File: config.mk
export PLATFORM = sky130hd
export DESIGN_NAME = icache_loader
export DESIGN_NICKNAME = d
export VERILOG_FILES = /design/src/rtl/icache_loader.sv
export SDC_FILE = /design/constraint.sdc
export NUM_CORES = 1
export LEC_CHECK = 0
export CAP_MARGIN = 15
export CORE_ASPECT_RATIO = 2
export CORE_MARGIN = 2
export CORE_UTILIZATION = 51
export CTS_CLUSTER_SIZE = 24
export DETAILED_ROUTE_END_ITERATION = 8
export PLACE_DENSITY = 0.76
export SYNTH_ARGS = -nofsm -noshare
export SYNTH_HDL_FRONTEND = slang
export SYNTH_SLANG_ARGS = --single-unit
File: constraint.sdc
create_clock -name clock_i -period 3.1 [get_ports clock_i]
set_input_delay 0.31 -clock clock_i [delete_from_list [all_inputs] [get_ports clock_i]]
set_output_delay 0.31 -clock clock_i [all_outputs]
set_load 0.005 [all_outputs]
File: src/rtl/icache_loader.sv
// Boot-time fill engine for the L1 instruction cache: turns a byte-serial image
// (addr, count, 8 bytes per instruction) into single-cycle cache write strobes.
module icache_loader #(
    parameter int unsigned NUM_ENTRIES = 257
) (
    input  logic        clock_i,
    input  logic        reset,
    input  logic [7:0]  rxData_i,
    input  logic        rxValid_i,
    output logic        rxReady_o,
    output logic        writeEnable_o,
    output logic [15:0] writeAddress_o,
    output logic [59:0] instruction_o,
    output logic        coreHold_o,
    output logic        done_o,
    output logic        error_o
);

    localparam int unsigned ADDR_W = 16;
    localparam int unsigned SUM_W  = ADDR_W + 1;
    localparam int unsigned PART_W = 52;

    typedef enum logic [2:0] {
        S_ADDR_HI,
        S_ADDR_LO,
        S_CNT_HI,
        S_CNT_LO,
        S_DATA,
        S_WRITE,
        S_DONE,
        S_ERROR
    } state_t;

    state_t              state;
    logic [7:0]          hi_byte;
    logic [ADDR_W-1:0]   start_addr;
    logic [ADDR_W-1:0]   remaining;
    logic [ADDR_W-1:0]   addr_cnt;
    logic [2:0]          byte_cnt;
    logic [PART_W-1:0]   partial;

    logic                accept_c;
    logic [ADDR_W-1:0]   count_c;
    logic [SUM_W-1:0]    sum_c;

    assign accept_c = rxValid_i && rxReady_o;
    assign count_c  = {hi_byte, rxData_i};
    assign sum_c    = {1'b0, start_addr} + {1'b0, count_c};

    // Partial word keeps only the 52 bits that survive into the instruction:
    // low nibble of the first data byte plus the next six bytes.
    always_ff @(posedge clock_i) begin
        if (!reset) begin
            state          <= S_ADDR_HI;
            hi_byte        <= '0;
            start_addr     <= '0;
            remaining      <= '0;
            addr_cnt       <= '0;
            byte_cnt       <= '0;
            partial        <= '0;
            rxReady_o      <= 1'b0;
            writeEnable_o  <= 1'b0;
            writeAddress_o <= '0;
            instruction_o  <= '0;
            coreHold_o     <= 1'b1;
            done_o         <= 1'b0;
            error_o        <= 1'b0;
        end else begin
            writeEnable_o <= 1'b0;
            case (state)
                S_ADDR_HI: begin
                    rxReady_o <= 1'b1;
                    if (accept_c) begin
                        hi_byte <= rxData_i;
                        state   <= S_ADDR_LO;
                    end
                end
                S_ADDR_LO: begin
                    rxReady_o <= 1'b1;
                    if (accept_c) begin
                        start_addr <= {hi_byte, rxData_i};
                        state      <= S_CNT_HI;
                    end
                end
                S_CNT_HI: begin
                    rxReady_o <= 1'b1;
                    if (accept_c) begin
                        hi_byte <= rxData_i;
                        state   <= S_CNT_LO;
                    end
                end
                S_CNT_LO: begin
                    rxReady_o <= 1'b1;
                    if (accept_c) begin
                        if (sum_c > SUM_W'(NUM_ENTRIES)) begin
                            state     <= S_ERROR;
                            error_o   <= 1'b1;
                            rxReady_o <= 1'b0;
                        end else if (count_c == '0) begin
                            state      <= S_DONE;
                            done_o     <= 1'b1;
                            coreHold_o <= 1'b0;
                            rxReady_o  <= 1'b0;
                        end else begin
                            state     <= S_DATA;
                            byte_cnt  <= '0;
                            remaining <= count_c;
                            addr_cnt  <= start_addr;
                        end
                    end
                end
                S_DATA: begin
                    rxReady_o <= 1'b1;
                    if (accept_c) begin
                        partial  <= {partial[PART_W-9:0], rxData_i};
                        byte_cnt <= byte_cnt + 3'd1;
                        if (byte_cnt == 3'd7) begin
                            state          <= S_WRITE;
                            rxReady_o      <= 1'b0;
                            writeEnable_o  <= 1'b1;
                            writeAddress_o <= addr_cnt;
                            instruction_o  <= {partial, rxData_i};
                        end
                    end
                end
                S_WRITE: begin
                    addr_cnt  <= addr_cnt + 16'd1;
                    remaining <= remaining - 16'd1;
                    if (remaining == 16'd1) begin
                        state      <= S_DONE;
                        done_o     <= 1'b1;
                        coreHold_o <= 1'b0;
                        rxReady_o  <= 1'b0;
                    end else begin
                        state     <= S_DATA;
                        byte_cnt  <= '0;
                        rxReady_o <= 1'b1;
                    end
                end
                S_DONE: begin
                    rxReady_o <= 1'b0;
                end
                S_ERROR: begin
                    rxReady_o <= 1'b0;
                end
                default: begin
                    state     <= S_ADDR_HI;
                    rxReady_o <= 1'b0;
                end
            endcase
        end
    end

endmodule

==> run summary, run 1 <==
Status: finished clean
First-pass iteration count of the detailed router: 5
Hold Path Sink: instruction_o[52]$_SDFFE_PN0P_
Synth Flop Type: dfxtp_1
CP Capture Type: flop
CTS tree: done
Share of layout cells above drive strength 1: 0.138
Clock network latency to the later pin of the worst-skew pair: 0.44 ns
RSZ-0062 raised after global routing: yes
PnR worst setup slack: 0.0824 ns
Post-Syn Instances: 1074
Hold wc startpoint: partial[44]$_SDFFE_PN0P_
Path depth of the worst reg2reg path: 11
Finished Layout Cells: 1407
Synth-to-layout area growth: 29.4%
Crit-path max FO: 14
Lkg Pwr: 3.95 nW
Max transition margin: 0.495
Number of diodes: 0
Post-synth top area share: 0.459
Min-Delay Path Depth: 2
Maximum clock path buffer count: 2
Clock skew: 0.00884 ns
Row count: 66
Fmax: 331 MHz
Yosys cell types: 68
Chip height: 187 um
Worst Hold Class: flop to flop
Syn_area_per_cell: 7.92 um2
H-tree levels: 4
WP data arrival: 3.38 ns
Reg-to-reg slack, setup: 0.08 ns
Post-synthesis sequential area ratio: 0.459
DRT Wirelength: 24.7 mm
CP required: 3.46 ns
Clock root cell: clkbuf_16
Asr flop ratio synth: 0
Num Clock Sinks: 195
Global-route wire length before repair: 38.2 mm
DRC Markers: 0
Global placement routability congestion: 0.914
Worst vdd ir: 0.557 mV
# Max-Cap Violations: 0
Core ar.: 16300 um2
Dpl hpwl: 16.6 mm
Die ar.: 17800 um2
Worst R2R End: addr_cnt[8]$_SDFFE_PN0P_
Die X: 95.3 um
Starting Density: 0.523
Vias: 8047
Nets: 1223
TritonCTS Buffers: 17
Flop and latch count out of synthesis: 195
Least-Margin Pin Slew: 0.752 ns
Io pins: 92
Number of global-route vias before repair: 7712
Number of vias per cell: 5.72
DRT iter0 DRCs: 446
Pre-CTS setup slack: -0.597 ns
Yosys top cell by area: dfxtp_1
Initial antenna violation count: 0
Crit Path Category: flop to flop
GRT Total Usage: 0.276
Synthesized area: 8500 um2
Pwr dens: 477 nW/um2
Number of routed nets with antenna violations: 0
Fin. max-slew vios: 0
Post-synth EDFFs: 0
Dpl cells: 1359
Clock-pin slew on the worst setup and hold paths: 0.07 ns
Port buffer count: 91
Avg WL per Cell: 17.6 um
Crit path launch type: flop
R2R Path Start: start_addr[7]$_SDFFE_PN0P_
Top area cells in the synthesized netlist: dfxtp_1 (46%), nand2_1 (14%), a21oi_1 (9.5%), mux2i_1 (3.2%), ha_1 (3.1%)
Syn_nets: 1107
Ys Warns: 0
Fin. Hold Viols: 0
Setup violations, final: 0
Largest net degree at the start of global routing: 81
Tcrit/Tclk final: 0.973
Grt ovf: 0
Tmin final: 3.02 ns
## metal layers
metal / GRT usage / vias to the layer above / part of all wire
met5: 0 / - / 0
met4: 0.206 / 0 / 0.085
met3: 0.0448 / 105 / 0.037
met2: 0.482 / 239 / 0.53
met1: 0.283 / 3797 / 0.35
li1: - / 3906 / -
## cell usage in the layout (no fill, tap or decap), types with 15 or more instances in the layout
cell and instances:
nand3b_1 15, nand2_1 321, a21oi_1 156, o21ai_0 20, mux2i_1 26, buf_4 62, ha_1 15, dfxtp_1 189
clkdlybuf4s50_1 89, a31oi_1 17, clkbuf_16 19, nor2_1 51
## through the flow
stage	TNS, ns	area (um2)	utilization	hold slack (ns)	total power [mW]
2_1_floorplan	0	8500	-	0.432	2.72
3_3_place_gp	-19.53	9920	0.610	0.441	2.82
3_5_place_dp	-21.51	9920	0.610	0.445	2.82
4_1_cts	-0.0242	10700	0.658	0.455	5.25
5_1_grt	-0.464	11000	0.676	0.457	5.41
6_report	0	11000	0.676	0.449	5.25
## how the worst max path moves through the flow
| stage | endpoint | start | depth (start not counted) |
|---|---|---|---|
| 3_5_place_dp | coreHold_o$_SDFFE_PN1P_ | rxData_i[0] | 11 |
| 2_1_floorplan | rxReady_o$_SDFF_PN0_ | hi_byte[3]$_SDFFE_PN0P_ | 10 |
| 6_report | addr_cnt[8]$_SDFFE_PN0P_ | start_addr[7]$_SDFFE_PN0P_ | 11 |
| 5_1_grt | remaining[8]$_SDFFE_PN0P_ | start_addr[4]$_SDFFE_PN0P_ | 12 |
| 4_1_cts | addr_cnt[8]$_SDFFE_PN0P_ | start_addr[0]$_SDFFE_PN0P_ | 12 |
| 3_3_place_gp | addr_cnt[3]$_SDFFE_PN0P_ | rxData_i[0] | 12 |
## registers in the layout, summed over array words and instances, names as in the netlist, 3 cells and up
name / flops
instruction_o: 60
partial: 52
addr_cnt: 16
remaining: 16
start_addr: 16
writeAddress_o: 16
hi_byte: 8
byte_cnt: 3
state: 3
## where the power goes
part	switching, mW	internal, mW	total, mW
Sequential	0.0141	2.51	2.53
Combinational	0.159	0.114	0.273
Clock	0.965	1.48	2.45
## cells in the mapped netlist (13+ instances only)
cell type / instances
nand3_1: 13
nand3b_1: 15
nor2_1: 51
mux2i_1: 27
or3_1: 14
ha_1: 21
nor3_1: 13
clkbuf_1: 56
nand2_1: 323
o21ai_0: 22
a31oi_1: 18
a21oi_1: 161
dfxtp_1: 195
## layout make-up
| class | count | area (um2) |
|---|---|---|
| inverters | 8 | 32.5 |
| well taps | 204 | 255 |
| flip-flops and latches | 195 | 3910 |
| clock buffers | 20 | 457 |
| repair buffers | 165 | 1630 |
| clock inverters | 12 | 203 |
| fillers | 1348 | 5270 |
| multi-input cells | 803 | 4510 |
## critical path, stage by stage (launching register included)
cell and delay (ns):
dfxtp_1 0.53, ha_1 0.40, a21oi_1 0.18, o21ai_1 0.20, a32oi_1 0.25, o41ai_2 0.11, o211ai_1 0.29, nor4_4 0.10
buf_6 0.16, clkbuf_16 0.17, or3b_4 0.38, a31oi_4 0.16
## kinds of logic (layout without fill, tap and decap cells)
group	count (synthesis)	count (layout)	synth area share
AO/OA/AOI/OAI	258	258	0.178
XOR/XNOR	3	3	0.00309
adder cells (fa/ha/maj)	22	22	0.0333
buffers and inverters	76	205	0.0365
flip-flops	195	195	0.459
multiplexers	27	27	0.0318
AND/OR/NAND/NOR	493	493	0.258
## what timing repair did
action | 4_1_cts | 5_1_grt
pin swaps | 10 | 21
setup buffers | 4 | 10
endpoints found under the setup margin | 40 | 40
cloned | 1 | 2
hold buffers | 0 | 0
gates resized for setup | 20 | 32
Power figures use the tool's default switching activity.
==> run 2: changes to the inputs <==
CORE_UTILIZATION = 45   (was 51)
PLACE_DENSITY = 0.68   (was 0.76)
SETUP_SLACK_MARGIN = 0.1   (was unset)
==> run 2 against run 1 <==
Flip-flop and latch count stayed put. Sequential share of layout area is 0.087 points higher. Routed wire length is 2.3% higher. Register-to-register slack worse by 0.04 ns. Clock skew is 0.0024 ns higher. Critical endpoint is now addr_cnt[3]$_SDFFE_PN0P_. Power is 6.2% lower. Via count hardly changed. Worst setup slack worse by 0.039 ns. First-iteration DRC count is 12% lower. Global-route usage is 3.2 points lower. Critical path depth stayed put. Hold slack worse by 0.065 ns.
==> run summary, run 2 (synthesis gave the netlist of run 1 again) <==
Grt ovf: 0 (unchanged)
Starting Density: 0.456 (-0.0669)
GRT Total Usage: 0.244 (-0.0316)
P_sw: 1.22 mW (+7.3%)
Crit path launch type: flop
Switching Share: 0.248 (+0.0313)
Number of routed nets with antenna violations: 0 (unchanged)
Fillers: 1715 (+27%)
Chip height: 198 um (+6.3%)
Vias: 8048 (+0.012%)
Logic pwr share: 0.056 (+0.004)
Global placement routability congestion: 0.900 (-1.5%)
Row count: 71 (+7.6%)
Commonest non-fill, non-tap cell in the layout: nand2_1
Tcrit/Tclk final: 0.986 (+0.0125)
Clock share of power: 0.431 (-0.035)
Max transition margin: 0.431 (-0.0642)
H-tree levels: 4 (unchanged)
Worst R2R End: addr_cnt[3]$_SDFFE_PN0P_
Largest reg by FF count: instruction_o
Path depth of the worst reg2reg path: 11 (unchanged)
CTS tree: done
DRT Wirelength: 25.3 mm (+2.3%)
DRT iter0 DRCs: 392 (-12%)
Io pins: 92 (unchanged)
Worst vdd ir: 0.388 mV (-30%)
Status: finished clean
Avg WL per Cell: 17.7 um (+0.68%)
Share of layout cells above drive strength 1: 0.144 (+0.00569)
Die X: 101 um (+6.2%)
Tmin final: 3.06 ns (+0.0387 ns)
Pre-CTS setup slack: -0.671 ns (-0.0740 ns)
Fmax: 327 MHz (-1.3%)
Crit path capture: addr_cnt[3]$_SDFFE_PN0P_
Setup violations, final: 0 (unchanged)
Dpl hpwl: 16.9 mm (+1.9%)
RSZ-0062 raised after global routing: yes
Fin. Hold Viols: 0 (unchanged)
Clock-pin slew on the worst setup and hold paths: 0.08 ns (about the same)
Clock network latency to the later pin of the worst-skew pair: 0.44 ns (about the same)
Reg-to-reg slack, setup: 0.04 ns (-0.04 ns)
P_int: 3.70 mW (-10%)
TritonCTS Buffers: 17 (unchanged)
Crit path from: start_addr[0]$_SDFFE_PN0P_
Pwr dens: 449 nW/um2 (-5.9%)
Reg power frac: 0.513 (+0.031)
R2R Path Start: start_addr[0]$_SDFFE_PN0P_
Least-Margin Pin Slew: 0.848 ns (+0.0956 ns)
Lkg Pwr: 3.97 nW (+0.47%)
Maximum clock path buffer count: 2 (unchanged)
Crit Path Category: flop to flop
Most frequent cells in the layout: nand2_1 (316), dfxtp_1 (192), a21oi_1 (157)
CP required: 3.42 ns (-0.04 ns)
Largest registers: instruction_o (60), partial (52)
Port buffer count: 91 (unchanged)
Global-route wire length before repair: 38.2 mm (+0.23%)
Die ar.: 20100 um2 (+13%)
CP Capture Type: flop
DRC Markers: 0 (unchanged)
First-pass iteration count of the detailed router: 8 (+3)
Number of vias per cell: 5.63 (-1.6%)
Fin. max-slew vios: 0 (unchanged)
Core Util, Final: 0.588 (-0.0885)
Core ar.: 18700 um2 (+15%)
Num Clock Sinks: 195 (unchanged)
PnR worst setup slack: 0.0437 ns (-0.0387 ns)
Crit-path max FO: 11 (-3)
Number of global-route vias before repair: 7705 (-0.091%)
Largest register FFs: 60 (unchanged)
Nets: 1231 (+0.65%)
Hold Slack: 0.384 ns (-0.0651 ns)
Clock skew: 0.0113 ns (+0.00242 ns)
Synth-to-layout area growth: 28.9%
# Max-Cap Violations: 0 (unchanged)
WP data arrival: 3.38 ns (about the same)
Setup_tns: 0 ns (unchanged)
Worst Hold Class: primary input to flop
Initial antenna violation count: 0 (unchanged)
Clock root cell: clkbuf_16
Number of diodes: 0 (unchanged)
Largest net degree at the start of global routing: 78 (-3.7%)
==> run 2: cell count changes in the layout (fill, tap and decap cells not counted), sizes merged <==
cell           before  now
clkdlybuf4s50      89   88
bufinv              5    0
buf                72   78
clkinvlp            0    3
inv                 9   15
clkinv              6    4
dlygate4sd2         1    2
==> run 2: repair_timing <==
| item | CTS | global route |
|---|---|---|
| pin swaps | 12 | 32 |
| setup endpoints to repair | 40 | 40 |
| gates cloned | 1 | 5 |
| buffers inserted | 6 | 7 |
| hold buffers | 0 | 0 |
| resized for setup | 17 | 41 |
==> run 2: area by class of cell <==
cell class | instances | area, um2 | share of cell area
Sequential cell | 195 | 3910 | 0.356
Timing Repair Buffer | 173 | 1720 | 0.157
Clock buffer | 18 | 439 | 0.0401
Clock inverter | 14 | 120 | 0.0110
Multi-Input combinational cell | 803 | 4460 | 0.407
Inverter | 8 | 35.0 | 0.00320
Tap cell | 219 | 274 | 0.0250
==> run 2: how the worst min path moves through the flow <==
stage                                   start                        endpoint  slack, ns  cells after the start
2_1_floorplan        partial[44]$_SDFFE_PN0P_  instruction_o[52]$_SDFFE_PN0P_       0.43                      2
3_3_place_gp         partial[44]$_SDFFE_PN0P_  instruction_o[52]$_SDFFE_PN0P_       0.44                      2
5_1_grt                           rxData_i[2]   instruction_o[2]$_SDFFE_PN0P_       0.40                      4
4_1_cts        instruction_o[56]$_SDFFE_PN0P_  instruction_o[56]$_SDFFE_PN0P_       0.46                      2
6_report                          rxData_i[2]         hi_byte[2]$_SDFFE_PN0P_       0.38                      4
3_5_place_dp         partial[51]$_SDFFE_PN0P_  instruction_o[59]$_SDFFE_PN0P_       0.45                      2
==> run 2: critical path: stages, from the launching register on <==
cell and delay (ns):
dfxtp_2 0.36, ha_4 0.19, fa_2 0.45, a221oi_2 0.19, o211a_1 0.19, o21ai_1 0.07, o41a_1 0.45, nor4_4 0.30
buf_6 0.20, clkbuf_16 0.20, nor2_2 0.05, o31a_1 0.27
==> run 2: per-layer routing <==
layer  wire, um  vias up  track usage
li1           -     3915            -
met1       9110     3840        0.242
met2      13500      205        0.452
met3        778       88       0.0351
met4       1950        0        0.169
met5          0        -            0
==> run 2: power groups by stage <==
stage / combinational [mW] / clock, mW / sequential, mW
2_1_floorplan: 0.138 / 0 / 2.58
3_3_place_gp: 0.246 / 0 / 2.58
3_5_place_dp: 0.247 / 0 / 2.58
4_1_cts: 0.254 / 2.16 / 2.53
5_1_grt: 0.294 / 2.25 / 2.53
6_report: 0.274 / 2.12 / 2.53
==> run 2: per-stage QoR <==
step	area (um2)	power (mW)	instances
final	11000	4.92	1430
after global placement	9960	2.83	1380
after floorplan	8500	2.72	1074
after CTS	10700	4.94	1418
after global routing	11000	5.07	1430
after detailed placement	9960	2.83	1380
==> run 3: changes to the inputs <==
CELL_PAD_IN_SITES_DETAIL_PLACEMENT = 0   (was unset)
CELL_PAD_IN_SITES_GLOBAL_PLACEMENT = 1   (was unset)
CORE_UTILIZATION = 38   (was 45)
PLACE_DENSITY = unset   (was 0.68)
PLACE_DENSITY_LB_ADDON = 0.1   (was unset)
SLEW_MARGIN = 20   (was unset)
==> run 3 against run 2 <==
Cell count rose by 4.8%. Global-route usage fell by 1.8 points. Routed wire length rose by 3.2%. First-iteration DRC count fell by 28%. Combinational power rose by 7%. Critical path depth rose by 2. Clock power rose by 8%. Largest cell class unchanged. Highest routed layer unchanged.
==> run summary, run 3 (synthesis gave the netlist of run 1 again) <==
WP data arrival: 3.45 ns (+0.07 ns)
Crit path launch type: flop
Global-route wire length before repair: 40.7 mm (+6.5%)
First-pass iteration count of the detailed router: 4 (-4)
Tcrit/Tclk final: 0.992 (+0.00582)
Commonest non-fill, non-tap cell in the layout: nand2_1
Number of global-route vias before repair: 7541 (-2.1%)
Row count: 77 (+8.5%)
Avg WL per Cell: 17.4 um (-1.5%)
Share of layout cells above drive strength 1: 0.162 (+0.0183)
Crit-path max cell delay: 0.45 ns (about the same)
Initial antenna violation count: 0 (unchanged)
Largest reg by FF count: instruction_o
Hold wc startpoint: rxData_i[4]
H-tree levels: 4 (unchanged)
Global placement routability congestion: 0.852 (-5.3%)
Most used cell, CP: buf_4
Dpl hpwl: 18.1 mm (+6.8%)
Core Util, Final: 0.511 (-0.0763)
Clock-pin slew on the worst setup and hold paths: 0.07 ns (about the same)
Multi-input gate area: 4560 um2 (+2.2%)
Largest net degree at the start of global routing: 72 (-7.7%)
Maximum clock path buffer count: 2 (unchanged)
Dpl cells: 1448 (+4.9%)
Largest registers: instruction_o (60), partial (52)
Number of diodes: 0 (unchanged)
Starting Density: 0.385 (-0.0704)
Clock skew: 0.00949 ns (-0.00176 ns)
GRT Total Usage: 0.226 (-0.0179)
Fmax: 325 MHz (-0.59%)
Grt ovf: 0 (unchanged)
Status: finished clean
Setup violations, final: 0 (unchanged)
Clock root cell: clkbuf_16
FF+latch area: 3920 um2 (+0.32%)
Fin. Hold Viols: 0 (unchanged)
Finished Layout Cells: 1498 (+4.8%)
TritonCTS Buffers: 17 (unchanged)
Synth-to-layout area growth: 32.7%
Worst Hold Class: primary input to flop
Worst vdd ir: 0.367 mV (-5.4%)
Io pins: 92 (unchanged)
Largest register FFs: 60 (unchanged)
Tmin final: 3.07 ns (+0.0181 ns)
DRC Markers: 0 (unchanged)
Reg-to-reg slack, setup: 0.03 ns (-0.02 ns)
CP cell instances: ha_4, fa_2, a21oi_2, o22ai_2, o21a_2, buf_4, o211a_1, o221ai_4, nor4_4, buf_4, bufbuf_16, or3b_2, a31oi_1
Nets: 1242 (+0.89%)
Max transition margin: 0.444 (+0.0137)
Most frequent cells in the layout: nand2_1 (320), dfxtp_1 (186), a21oi_1 (155)
CP Capture Type: flop
Chip height: 216 um (+8.6%)
Crit Path Category: flop to flop
Die X: 110 um (+8.5%)
CP required: 3.48 ns (+0.06 ns)
Vias: 7811 (-2.9%)
Num Clock Sinks: 195 (unchanged)
Lkg Pwr: 4.10 nW (+3.2%)
Number of routed nets with antenna violations: 0 (unchanged)
DRT iter0 DRCs: 284 (-28%)
RSZ-0062 raised after global routing: yes
Least-Margin Pin Slew: 0.827 ns (-0.0204 ns)
Min-Delay Path Depth: 4 (unchanged)
Slowest CP cell: or3b_2
DRT Wirelength: 26.1 mm (+3.2%)
R2R Path Start: start_addr[0]$_SDFFE_PN0P_
Clock network latency to the later pin of the worst-skew pair: 0.45 ns (about the same)
Fin. max-slew vios: 0 (unchanged)
Number of vias per cell: 5.21 (-7.4%)
CTS tree: done
Fillers: 2203 (+28%)
Core ar.: 22100 um2 (+18%)
Path depth of the worst reg2reg path: 13 (+2)
Hold Path Sink: partial[4]$_SDFFE_PN0P_
Die ar.: 23700 um2 (+18%)
Crit-path max FO: 6 (-5)
Port buffer count: 91 (unchanged)
Pwr dens: 454 nW/um2 (+1.0%)
# Max-Cap Violations: 0 (unchanged)
Worst R2R End: addr_cnt[8]$_SDFFE_PN0P_
==> run 3: power by group <==
| group | switching (mW) | leakage, nW | total (mW) | internal (mW) |
|---|---|---|---|---|
| Clock | 1.03 | 0.305 | 2.30 | 1.27 |
| Combinational | 0.168 | 2.22 | 0.292 | 0.123 |
| Sequential | 0.0126 | 1.58 | 2.52 | 2.51 |
==> run 3: how the worst max path moves through the flow <==
stage | start | end | slack, ns | cells past startpoint
after floorplan | hi_byte[3]$_SDFFE_PN0P_ | rxReady_o$_SDFF_PN0_ | 0.16 | 10
after global placement | rxData_i[0] | addr_cnt[15]$_SDFFE_PN0P_ | -0.62 | 13
after CTS | start_addr[0]$_SDFFE_PN0P_ | addr_cnt[9]$_SDFFE_PN0P_ | -0.03 | 12
after detailed placement | rxData_i[0] | addr_cnt[12]$_SDFFE_PN0P_ | -0.65 | 12
after global routing | start_addr[0]$_SDFFE_PN0P_ | remaining[0]$_SDFFE_PN0P_ | -0.07 | 14
final | start_addr[0]$_SDFFE_PN0P_ | addr_cnt[8]$_SDFFE_PN0P_ | 0.03 | 13
==> run 3: metal layers <==
| layer | vias to the layer above | share of wire | track usage |
|---|---|---|---|
| li1 | 3949 | - | - |
| met2 | 126 | 0.55 | 0.415 |
| met1 | 3694 | 0.38 | 0.240 |
| met5 | - | 0 | 0 |
| met4 | 0 | 0.043 | 0.111 |
| met3 | 42 | 0.024 | 0.0414 |
==> run 3: what timing repair did <==
item | CTS | global route
gates cloned | 1 | 1
pin swaps | 31 | 24
setup endpoints to repair | 41 | 41
resized for setup | 39 | 42
setup buffers | 13 | 5
hold buffers | 0 | 0
==> run 3: metrics by stage <==
stage	setup TNS, ns	power, mW	cell area [um2]	hold slack, ns	setup WS, ns
global placement	-21.21	2.84	10100	0.442	-0.622
finish	0	5.12	11300	0.370	0.0256
global route	-0.424	5.29	11300	0.380	-0.0734
floorplan	0	2.72	8500	0.432	0.161
CTS	-0.0947	5.15	11100	0.456	-0.0341
detailed placement	-22.48	2.84	10100	0.446	-0.649
==> run 3: critical path, delay by kind of cell, from the launching register on <==
| family | cells | cell delay [ns] |
|---|---|---|
| AO/OA/AOI/OAI | 6 | 1.02 |
| adder cells (fa/ha/maj) | 2 | 0.54 |
| buffers and inverters | 3 | 0.59 |
| flip-flops | 1 | 0.33 |
| AND/OR/NAND/NOR | 2 | 0.51 |
==> run 3: cell type report <==
cell class,instances,area share
Clock buffer,20,0.0414
Clock inverter,12,0.0125
Inverter,8,0.00311
Multi-Input combinational cell,803,0.404
Sequential cell,195,0.347
Tap cell,276,0.0306
Timing Repair Buffer,184,0.160
==> patch: new RTL, config.mk and constraints of run 1 <==
Add an input register stage for `rxData_i`; this delays it by one clock. The other inputs are not delayed to match.
--- a/src/rtl/icache_loader.sv
+++ b/src/rtl/icache_loader.sv
@@ -31,6 +31,12 @@
         S_ERROR
     } state_t;
 
+    logic [7:0] rxData_q;
+
+    always_ff @(posedge clock_i) begin
+        rxData_q <= rxData_i;
+    end
+
     state_t              state;
     logic [7:0]          hi_byte;
     logic [ADDR_W-1:0]   start_addr;
@@ -44,7 +50,7 @@
     logic [SUM_W-1:0]    sum_c;
 
     assign accept_c = rxValid_i && rxReady_o;
-    assign count_c  = {hi_byte, rxData_i};
+    assign count_c  = {hi_byte, rxData_q};
     assign sum_c    = {1'b0, start_addr} + {1'b0, count_c};
 
     // Partial word keeps only the 52 bits that survive into the instruction:
@@ -71,21 +77,21 @@
                 S_ADDR_HI: begin
                     rxReady_o <= 1'b1;
                     if (accept_c) begin
-                        hi_byte <= rxData_i;
+                        hi_byte <= rxData_q;
                         state   <= S_ADDR_LO;
                     end
                 end
                 S_ADDR_LO: begin
                     rxReady_o <= 1'b1;
                     if (accept_c) begin
-                        start_addr <= {hi_byte, rxData_i};
+                        start_addr <= {hi_byte, rxData_q};
                         state      <= S_CNT_HI;
                     end
                 end
                 S_CNT_HI: begin
                     rxReady_o <= 1'b1;
                     if (accept_c) begin
-                        hi_byte <= rxData_i;
+                        hi_byte <= rxData_q;
                         state   <= S_CNT_LO;
                     end
                 end
@@ -112,14 +118,14 @@
                 S_DATA: begin
                     rxReady_o <= 1'b1;
                     if (accept_c) begin
-                        partial  <= {partial[PART_W-9:0], rxData_i};
+                        partial  <= {partial[PART_W-9:0], rxData_q};
                         byte_cnt <= byte_cnt + 3'd1;
                         if (byte_cnt == 3'd7) begin
                             state          <= S_WRITE;
                             rxReady_o      <= 1'b0;
                             writeEnable_o  <= 1'b1;
                             writeAddress_o <= addr_cnt;
-                            instruction_o  <= {partial, rxData_i};
+                            instruction_o  <= {partial, rxData_q};
                         end
                     end
                 end
Check against the original RTL: same outputs for any inputs over 4 cycles, from zero or initial values and one cycle with reset low; that may be too few to reach the edited logic, so the function may still have changed.
==> patch against run 1 <==
  * The run now ends with setup timing left
  * Power rose by 1.2%
  * Sequential cell count up 8
  * Final area increased by 1.2%
  * Setup slack lost 0.19 ns
  * Routed wire length fell by 2.9%
  * Area after synthesis grew 3.8%
  * Non-clock buffer count stayed put
  * Sequential power grew 5%
==> patch: results (changes against run 1) <==
met3_usage: 0.0312  # -0.0136
p_leak_nw: 3.87  # -2.1%
finish.instance_area_um2: 11100  # +1.2%
preCtsSetupSlack_ns: -0.212  # +0.386 ns
grt_pass1_wl_um: 39100  # +2.4%
seq_area_frac_synth: 0.461  # +0.00142
track_usage: 0.250  # -0.0260
cts_buffers: 18  # +1
critical_path_arrival_ns: 3.55  # +0.17 ns
critPathMaxFanout: 8  # -6
ir_drop_uv: 453  # -19%
place.gp.congestion: 0.914  # about the same
setup_tns_ns: -1.46  # -1.46 ns
synth_nets: 1177  # +6.3%
grtUsageMet1: 0.324  # +0.0404
cts-htree-levels: 1  # -3
synth_cells: 1144  # +6.5%
dr.first_iter.drc_count: 677  # +52%
failed_checks: "setup timing"
setup-violations-final: 31  # +31
p_sw_frac: 0.232  # +0.0153
status: "finished with violations"
synth_commonest_cells: "363 x nand2_1, 203 x dfxtp_1, 193 x a21oi_1"
grt_max_degree: 78  # -3.7%
relSlewSlack: 0.412  # -0.0829
grt_pass1_vias: 8065  # +4.6%
grtUsageMet2: 0.431  # -0.0510
clk_latency_ns: 0.49  # +0.05 ns
setup_slack_ns: -0.111  # -0.193 ns
max_stage_delay_ns: 0.39  # -0.14 ns
yosys-top-cells-area: "dfxtp_1 46%, nand2_1 15%, a21oi_1 11%, ha_1 3.0%, clkbuf_1 2.9%"
dp_hpwl_um: 16400  # -1.6%
yosysUniqueCellTypes: 57  # -16%
holdCritPathClass: "input port to flip-flop"
-- patch: final timing paths --
path                                    start                 to  slack [ns]  cells after the start
worst min-delay path              rxData_i[7]        rxData_q[7]        0.26                      1
worst min register to register    partial[45]  instruction_o[53]        0.45                      2
worst max-delay path            start_addr[0]       remaining[4]       -0.11                     11
worst max register to register  start_addr[0]       remaining[4]       -0.11                     11
-- patch: kinds of logic (layout without fill, tap and decap cells) --
kind of cell,Yosys count,count (layout),synth area share
and+or+nand+nor,505,505,0.239
AOI/OAI and AO/OA,311,311,0.216
DFF,203,203,0.461
buffers and inverters,93,209,0.0413
adders and majority gates,22,22,0.0320
xor gates and xnor gates,6,6,0.00596
muxes,4,4,0.00454
-- patch: layout make-up --
cell class              instances  area (um^2)
well taps                     210          263
clock inverters                 8          110
multi-input cells             848         4590
clock buffers                  24          503
fillers                      1446         5970
repair buffers                165         1550
inverters                      12         47.5
flip-flops and latches        203         4070
-- patch: repair_timing --
action	4_1_cts	5_1_grt
pin swaps	10	5
setup endpoints to repair	37	38
buffers inserted	1	2
gates cloned	0	0
gates resized for setup	23	15
-- patch: power groups by stage --
stage / combinational [mW] / clock, mW / sequential [mW]
floorplan: 0.170 / 0 / 2.70
detailed placement: 0.287 / 0 / 2.70
CTS: 0.301 / 2.37 / 2.64
global route: 0.349 / 2.47 / 2.65
global placement: 0.284 / 0 / 2.70
finish: 0.326 / 2.34 / 2.65
-- patch: per-layer routing --
layer / vias to the layer above / share of wire
met5: - / 0
met1: 4046 / 0.42
met4: 0 / 0.023
met3: 46 / 0.057
li1: 4152 / -
met2: 281 / 0.50
